[config.mk]
export PLATFORM = sky130hd
export DESIGN_NAME = addsub_serial_ctrl
export DESIGN_NICKNAME = d
export VERILOG_FILES = /design/src/rtl/addsub_serial_ctrl.sv
export SDC_FILE = /design/constraint.sdc
export NUM_CORES = 1
export LEC_CHECK = 0
export ABC_AREA = 1
export BUFFER_PORTS_ARGS = -buffer_cell sky130_fd_sc_hd__buf_2
export CORE_UTILIZATION = 59
export CTS_CLUSTER_DIAMETER = 100
export CTS_CLUSTER_SIZE = 25
export DETAILED_ROUTE_END_ITERATION = 10
export PLACE_DENSITY = 0.89
export SLEW_MARGIN = 20
export SYNTH_ARGS = -nofsm -noshare
export SYNTH_HDL_FRONTEND = slang
export SYNTH_SLANG_ARGS = --single-unit
export TNS_END_PERCENT = 100
[constraint.sdc]
create_clock -name clk -period 6.2 [get_ports clk]
set_input_delay 0.31 -clock clk [delete_from_list [all_inputs] [get_ports clk]]
set_output_delay 0.31 -clock clk [all_outputs]
set_load 0.05 [all_outputs]
[src/rtl/addsub_serial_ctrl.sv]
// addsub_serial_ctrl
// Nibble-serial wide add/subtract controller. One 4-bit add/sub slice is
// stepped NIBBLES times, least-significant nibble first. The carry (or the
// inverted borrow) is chained between steps through a register. The
// controller sits between a valid/ready operand request port and a
// valid/ready result port, and it reports carry, signed-overflow and zero
// flags for the full W-bit operation.
//
// Optional build macro:
//   ADDSUB_SAT_EN - on signed overflow the result is replaced by the signed
//                   saturation limit. Leave it undefined for plain modulo
//                   2^W wrap.
module addsub_serial_ctrl #(
  parameter int NIBBLES = 4
) (
  input  logic                 clk,
  input  logic                 rst,
  input  logic                 in_valid,
  output logic                 in_ready,
  input  logic [4*NIBBLES-1:0] a,
  input  logic [4*NIBBLES-1:0] b,
  input  logic                 mode,
  output logic                 out_valid,
  input  logic                 out_ready,
  output logic [4*NIBBLES-1:0] result,
  output logic                 cout,
  output logic                 ovf,
  output logic                 zero,
  output logic                 busy
);

  localparam int W  = 4 * NIBBLES;
  localparam int CW = $clog2(NIBBLES);
  localparam logic [CW-1:0] LAST_NIB = CW'(NIBBLES - 1);

  localparam logic [1:0] ST_IDLE = 2'd0;
  localparam logic [1:0] ST_RUN  = 2'd1;
  localparam logic [1:0] ST_DONE = 2'd2;

  // One 4-bit slice step: a + (b ^ {4{sub}}) + cin.
  // Returns {carry out of bit 3, carry into bit 3, sum[3:0]}.
  function automatic logic [5:0] slice_addsub(
    input logic [3:0] a_nib,
    input logic [3:0] b_nib,
    input logic       sub,
    input logic       cin
  );
    logic [3:0] bx;
    logic [3:0] low;
    logic [4:0] full;
    bx   = b_nib ^ {4{sub}};
    low  = {1'b0, a_nib[2:0]} + {1'b0, bx[2:0]} + {3'b000, cin};
    full = {1'b0, a_nib} + {1'b0, bx} + {4'b0000, cin};
    return {full[4], low[3], full[3:0]};
  endfunction

`ifdef ADDSUB_SAT_EN
  // Signed saturation limit, selected by the sign of operand A. On overflow
  // both operands of the effective addition share A's sign.
  function automatic logic [W-1:0] sat_value(input logic a_sign);
    logic [W-1:0] v;
    if (a_sign) begin
      v = {1'b1, {(W-1){1'b0}}};
    end else begin
      v = {1'b0, {(W-1){1'b1}}};
    end
    return v;
  endfunction
`endif

  logic [1:0]    state_r;
  logic [CW-1:0] cnt_r;
  logic [W-1:0]  a_r;
  logic [W-1:0]  b_r;
  logic          mode_r;
  logic          carry_r;
  logic [W-1:0]  result_r;
  logic          cout_r;
  logic          ovf_r;
  logic          zero_r;
  logic          in_ready_r;
  logic          out_valid_r;
  logic          busy_r;

  logic          accept_s;
  logic          last_s;
  logic [3:0]    a_nib_s;
  logic [3:0]    b_nib_s;
  logic [5:0]    slice_s;
  logic          slice_cout_s;
  logic          slice_c3_s;
  logic          ovf_step_s;
  logic [W-1:0]  res_step_s;
  logic [W-1:0]  res_final_s;
  logic          zero_final_s;

  assign in_ready  = in_ready_r;
  assign out_valid = out_valid_r;
  assign result    = result_r;
  assign cout      = cout_r;
  assign ovf       = ovf_r;
  assign zero      = zero_r;
  assign busy      = busy_r;

  // Handshake qualifiers and the active nibble of the latched operands.
  always_comb begin
    accept_s = 1'b0;
    if ((state_r == ST_IDLE) && in_valid && in_ready_r) begin
      accept_s = 1'b1;
    end else begin
      accept_s = 1'b0;
    end
    last_s  = (cnt_r == LAST_NIB);
    a_nib_s = a_r[{cnt_r, 2'b00} +: 4];
    b_nib_s = b_r[{cnt_r, 2'b00} +: 4];
  end

  // Slice evaluation and the merged (and optionally saturated) result.
  always_comb begin
    slice_s      = slice_addsub(a_nib_s, b_nib_s, mode_r, carry_r);
    slice_cout_s = slice_s[5];
    slice_c3_s   = slice_s[4];
    ovf_step_s   = slice_c3_s ^ slice_cout_s;
    res_step_s   = result_r;
    res_step_s[{cnt_r, 2'b00} +: 4] = slice_s[3:0];
    res_final_s  = res_step_s;
`ifdef ADDSUB_SAT_EN
    if (ovf_step_s) begin
      res_final_s = sat_value(a_r[W-1]);
    end else begin
      res_final_s = res_step_s;
    end
`endif
    zero_final_s = (res_final_s == {W{1'b0}});
  end

  // Control FSM: state, step counter and the registered handshake/busy outputs.
  always_ff @(posedge clk) begin
    if (rst) begin
      state_r     <= ST_IDLE;
      cnt_r       <= {CW{1'b0}};
      in_ready_r  <= 1'b0;
      out_valid_r <= 1'b0;
      busy_r      <= 1'b0;
    end else begin
      case (state_r)
        ST_IDLE: begin
          if (accept_s) begin
            state_r    <= ST_RUN;
            cnt_r      <= {CW{1'b0}};
            in_ready_r <= 1'b0;
            busy_r     <= 1'b1;
          end else begin
            in_ready_r <= 1'b1;
            busy_r     <= 1'b0;
          end
          out_valid_r <= 1'b0;
        end
        ST_RUN: begin
          cnt_r <= cnt_r + CW'(1);
          if (last_s) begin
            state_r     <= ST_DONE;
            out_valid_r <= 1'b1;
          end else begin
            out_valid_r <= 1'b0;
          end
          in_ready_r <= 1'b0;
          busy_r     <= 1'b1;
        end
        ST_DONE: begin
          if (out_ready) begin
            state_r     <= ST_IDLE;
            out_valid_r <= 1'b0;
            in_ready_r  <= 1'b1;
            busy_r      <= 1'b0;
          end else begin
            out_valid_r <= 1'b1;
            in_ready_r  <= 1'b0;
            busy_r      <= 1'b1;
          end
        end
        default: begin
          state_r     <= ST_IDLE;
          cnt_r       <= {CW{1'b0}};
          in_ready_r  <= 1'b0;
          out_valid_r <= 1'b0;
          busy_r      <= 1'b0;
        end
      endcase
    end
  end

  // Operand capture: a, b and mode are sampled only on acceptance.
  always_ff @(posedge clk) begin
    if (rst) begin
      a_r    <= {W{1'b0}};
      b_r    <= {W{1'b0}};
      mode_r <= 1'b0;
    end else if (accept_s) begin
      a_r    <= a;
      b_r    <= b;
      mode_r <= mode;
    end else begin
      a_r    <= a_r;
      b_r    <= b_r;
      mode_r <= mode_r;
    end
  end

  // Datapath: nibble result write-back, carry chain and final flags.
  always_ff @(posedge clk) begin
    if (rst) begin
      carry_r  <= 1'b0;
      result_r <= {W{1'b0}};
      cout_r   <= 1'b0;
      ovf_r    <= 1'b0;
      zero_r   <= 1'b0;
    end else if (accept_s) begin
      // Subtract starts with carry-in 1 to complete the two's complement.
      carry_r <= mode;
    end else if (state_r == ST_RUN) begin
      carry_r <= slice_cout_s;
      if (last_s) begin
        result_r <= res_final_s;
        cout_r   <= slice_cout_s;
        ovf_r    <= ovf_step_s;
        zero_r   <= zero_final_s;
      end else begin
        result_r <= res_step_s;
      end
    end else begin
      carry_r  <= carry_r;
      result_r <= result_r;
    end
  end

endmodule

==> results.toml <==
[status]
status = "completed"

[power_and_ir_drop]
p_per_area_nw_per_um2 = 471.5
power_mw = 1.692
vdd_ir_drop_max_v = 0.0002454
leakage_nw = 1.727

[final_layout]
final_common_cell = "nand2_1"
nFillCells = 471
layout-drive-gt1-share = 0.1566
layout.cells.most_common_list = "nand2_1, inv_1, dfxtp_1"
insertedDiodeCount = 0
area_taken_by_flip_flops_and_latches_um2 = 1201
area_taken_by_multi_input_logic_gates_um2 = 1543
final_nets = 559
layout-area-overhead-vs-synth_pct = 15.37

[route]
wirelength_um = 7358
avgViaCountPerCell = 5.299
remaining_drc_errors = 0
drtAntennaViolNets = 0
drt_first_pass_iters = 5
route.detailed.wl_per_inst_um = 12.66
dr_total_vias = 3079
drt-initial-drc-count = 186

[floorplan]
die_area_um2 = 5564
placement_rows = 26
floorplan.die.height_um = 74.60
die-width_um = 74.60
initial_standard_cell_utilization_of_the_core = 0.6127
placeableCoreArea_um2 = 5075
floorplan.io_pins = 59

[grt]
overall_global_routing_usage = 0.2930
grt_start_max_net_pins = 50
global_route_wire_length_before_repair_um = 12280
vias_in_the_first_global_route = 2844
number_of_antenna_violations_at_the_first_check_in_global_routing = 0
gr-total-overflow = 0

[clocking]
clk_pin_slew_worst_paths_ps = 60
tritoncts_clock_tree = "done"
h-tree-depth = 3
cts_made_buffers = 9
ctsResizeCount = 0
ctsHoldBuffers = 0
cts.sink_count = 60
cts_root_buffer = "clkbuf_8"
post_cts_buffers = 0
cts_buffer_depth = 2
worst_skew_pair.late_latency_ps = 340

[critical_path]
cp-start-kind = "register"
setup.reg_to_reg.worst_slack_ps = 3000
required_ps = 6460
type_of_element_capturing_the_critical_path = "register"
critical_path_peak_fanout = 13
crit_path_arrival_time_ps = 3460
path_class = "register to register"

[synth]
syn-num-nets = 511
seq_area_frac_synth = 0.3863
yosys_warnings = 0
synth.distinct_cells = 28
post_synth_instance_area_um2 = 3109
synth_top_area_cell = "dfxtp_1"
syn-instance-count = 459
yosys_register_bits = 60
netlist_top_cells_area = "dfxtp_1, nand2_1, a21oi_1, inv_1, o21ai_0"
synthDominantCellAreaShare = 0.3863
syn_avg_cell_area_um2 = 6.774

[sta]
finalWorstSetupSlack_ps = 3004
timing.final.max_slew_violations = 0
timing.max_slew.rel_slack = 0.3840
fmax_ghz = 0.3129
clock_skew_ps = 7.919
grt_setup_unrepaired = "false"
worst_hold_margin_ps = 209.2
setup_viol = 0
setup_total_negative_slack_ps = 0
final-hold-violation-count = 0
slew_at_the_pin_closest_to_its_max_slew_limit_ps = 924.0
fin_crit_sh = 0.5155
fin_crit_ps = 3196

[placement]
place.port_buffers = 58
place_ws_ps = 3160
hpwlAfterDp_um = 5080
gp_weighted_congestion = 0.9267

[worst_hold_path]
hp-class = "input pin to register"

[run]
timing.max_cap.violations = 0
[worst max-delay path, stage by stage (launching register included)]
cell and delay, ps:
dfxtp_1 530, inv_1 290, a21oi_1 170, o21ai_0 100, nand2_1 100, xor2_1 80, fa_1 410, fa_1 520
nor2_1 70, a21oi_1 230, nand3_1 100, nor2_1 110, nand2_1 70, nor2_1 120, nand3_1 90, a21oi_1 120
[metal layers]
metal  part of all wire  track usage
met5                  0            0
met4              0.043       0.2013
met3              0.060      0.04878
met2               0.46       0.4825
met1               0.44       0.3487
[cells by family (layout without fill, tap and decap cells)]
kind of cell,count (synthesis),after routing,share of synthesized area
DFF,60,60,0.3863
adders and majority gates,15,15,0.06519
and+or+nand+nor,171,171,0.2205
AOI/OAI and AO/OA,116,116,0.1992
xor gates and xnor gates,4,4,0.01127
buffers and inverters,93,145,0.1175
[report_power, final]
| group | internal (mW) | total [mW] | switching (mW) |
|---|---|---|---|
| Sequential | 0.474 | 0.530 | 0.0564 |
| Clock | 0.186 | 0.330 | 0.144 |
| Combinational | 0.240 | 0.831 | 0.591 |
[per-stage QoR]
| stage | utilization | instances | area, um^2 |
|---|---|---|---|
| 5_1_grt | 0.7069 | 581 | 3587 |
| 6_report | 0.7069 | 581 | 3587 |
| 3_3_place_gp | 0.6699 | 566 | 3400 |
| 2_1_floorplan | - | 459 | 3109 |
| 4_1_cts | 0.7069 | 581 | 3587 |
| 3_5_place_dp | 0.6699 | 566 | 3400 |
[sequential cells by signal, summed over array words and instances (netlist names)]
name / flops
mode_r: 1
out_valid: 1
state_r: 2
cout: 1
carry_r: 1
b_r: 16
result: 16
in_ready: 1
cnt_r: 2
zero: 1
ovf: 1
busy: 1
a_r: 16
[area by class of cell]
| type | instances | share of cell area |
|---|---|---|
| Tap cell | 70 | 0.02442 |
| Multi-Input combinational cell | 306 | 0.4301 |
| Sequential cell | 60 | 0.3348 |
| Timing Repair Buffer | 60 | 0.08511 |
| Clock inverter | 1 | 0.001395 |
| Clock buffer | 14 | 0.05092 |
| Inverter | 70 | 0.07325 |
[worst paths after layout]
path         startpoint     end  depth (start not counted)
max            cnt_r[1]    zero                         15
max reg2reg    cnt_r[1]    zero                         15
min                b[5]  b_r[5]                          3
min reg2reg      a_r[0]  a_r[0]                          2
[cell usage after synthesis (all sizes together)]
cell	number
nand4	3
dfxtp	60
a32oi	1
a21oi	59
ha	13
o31ai	1
or2	1
buf	7
o21ai	42
nand2	101
a31oi	1
o22ai	2
o211ai	8
clkbuf	16
a211oi	2
nor2	49
xor2	4
fa	2
inv	70
nor3	1
nand3	16
Power figures use the tool's default switching activity.
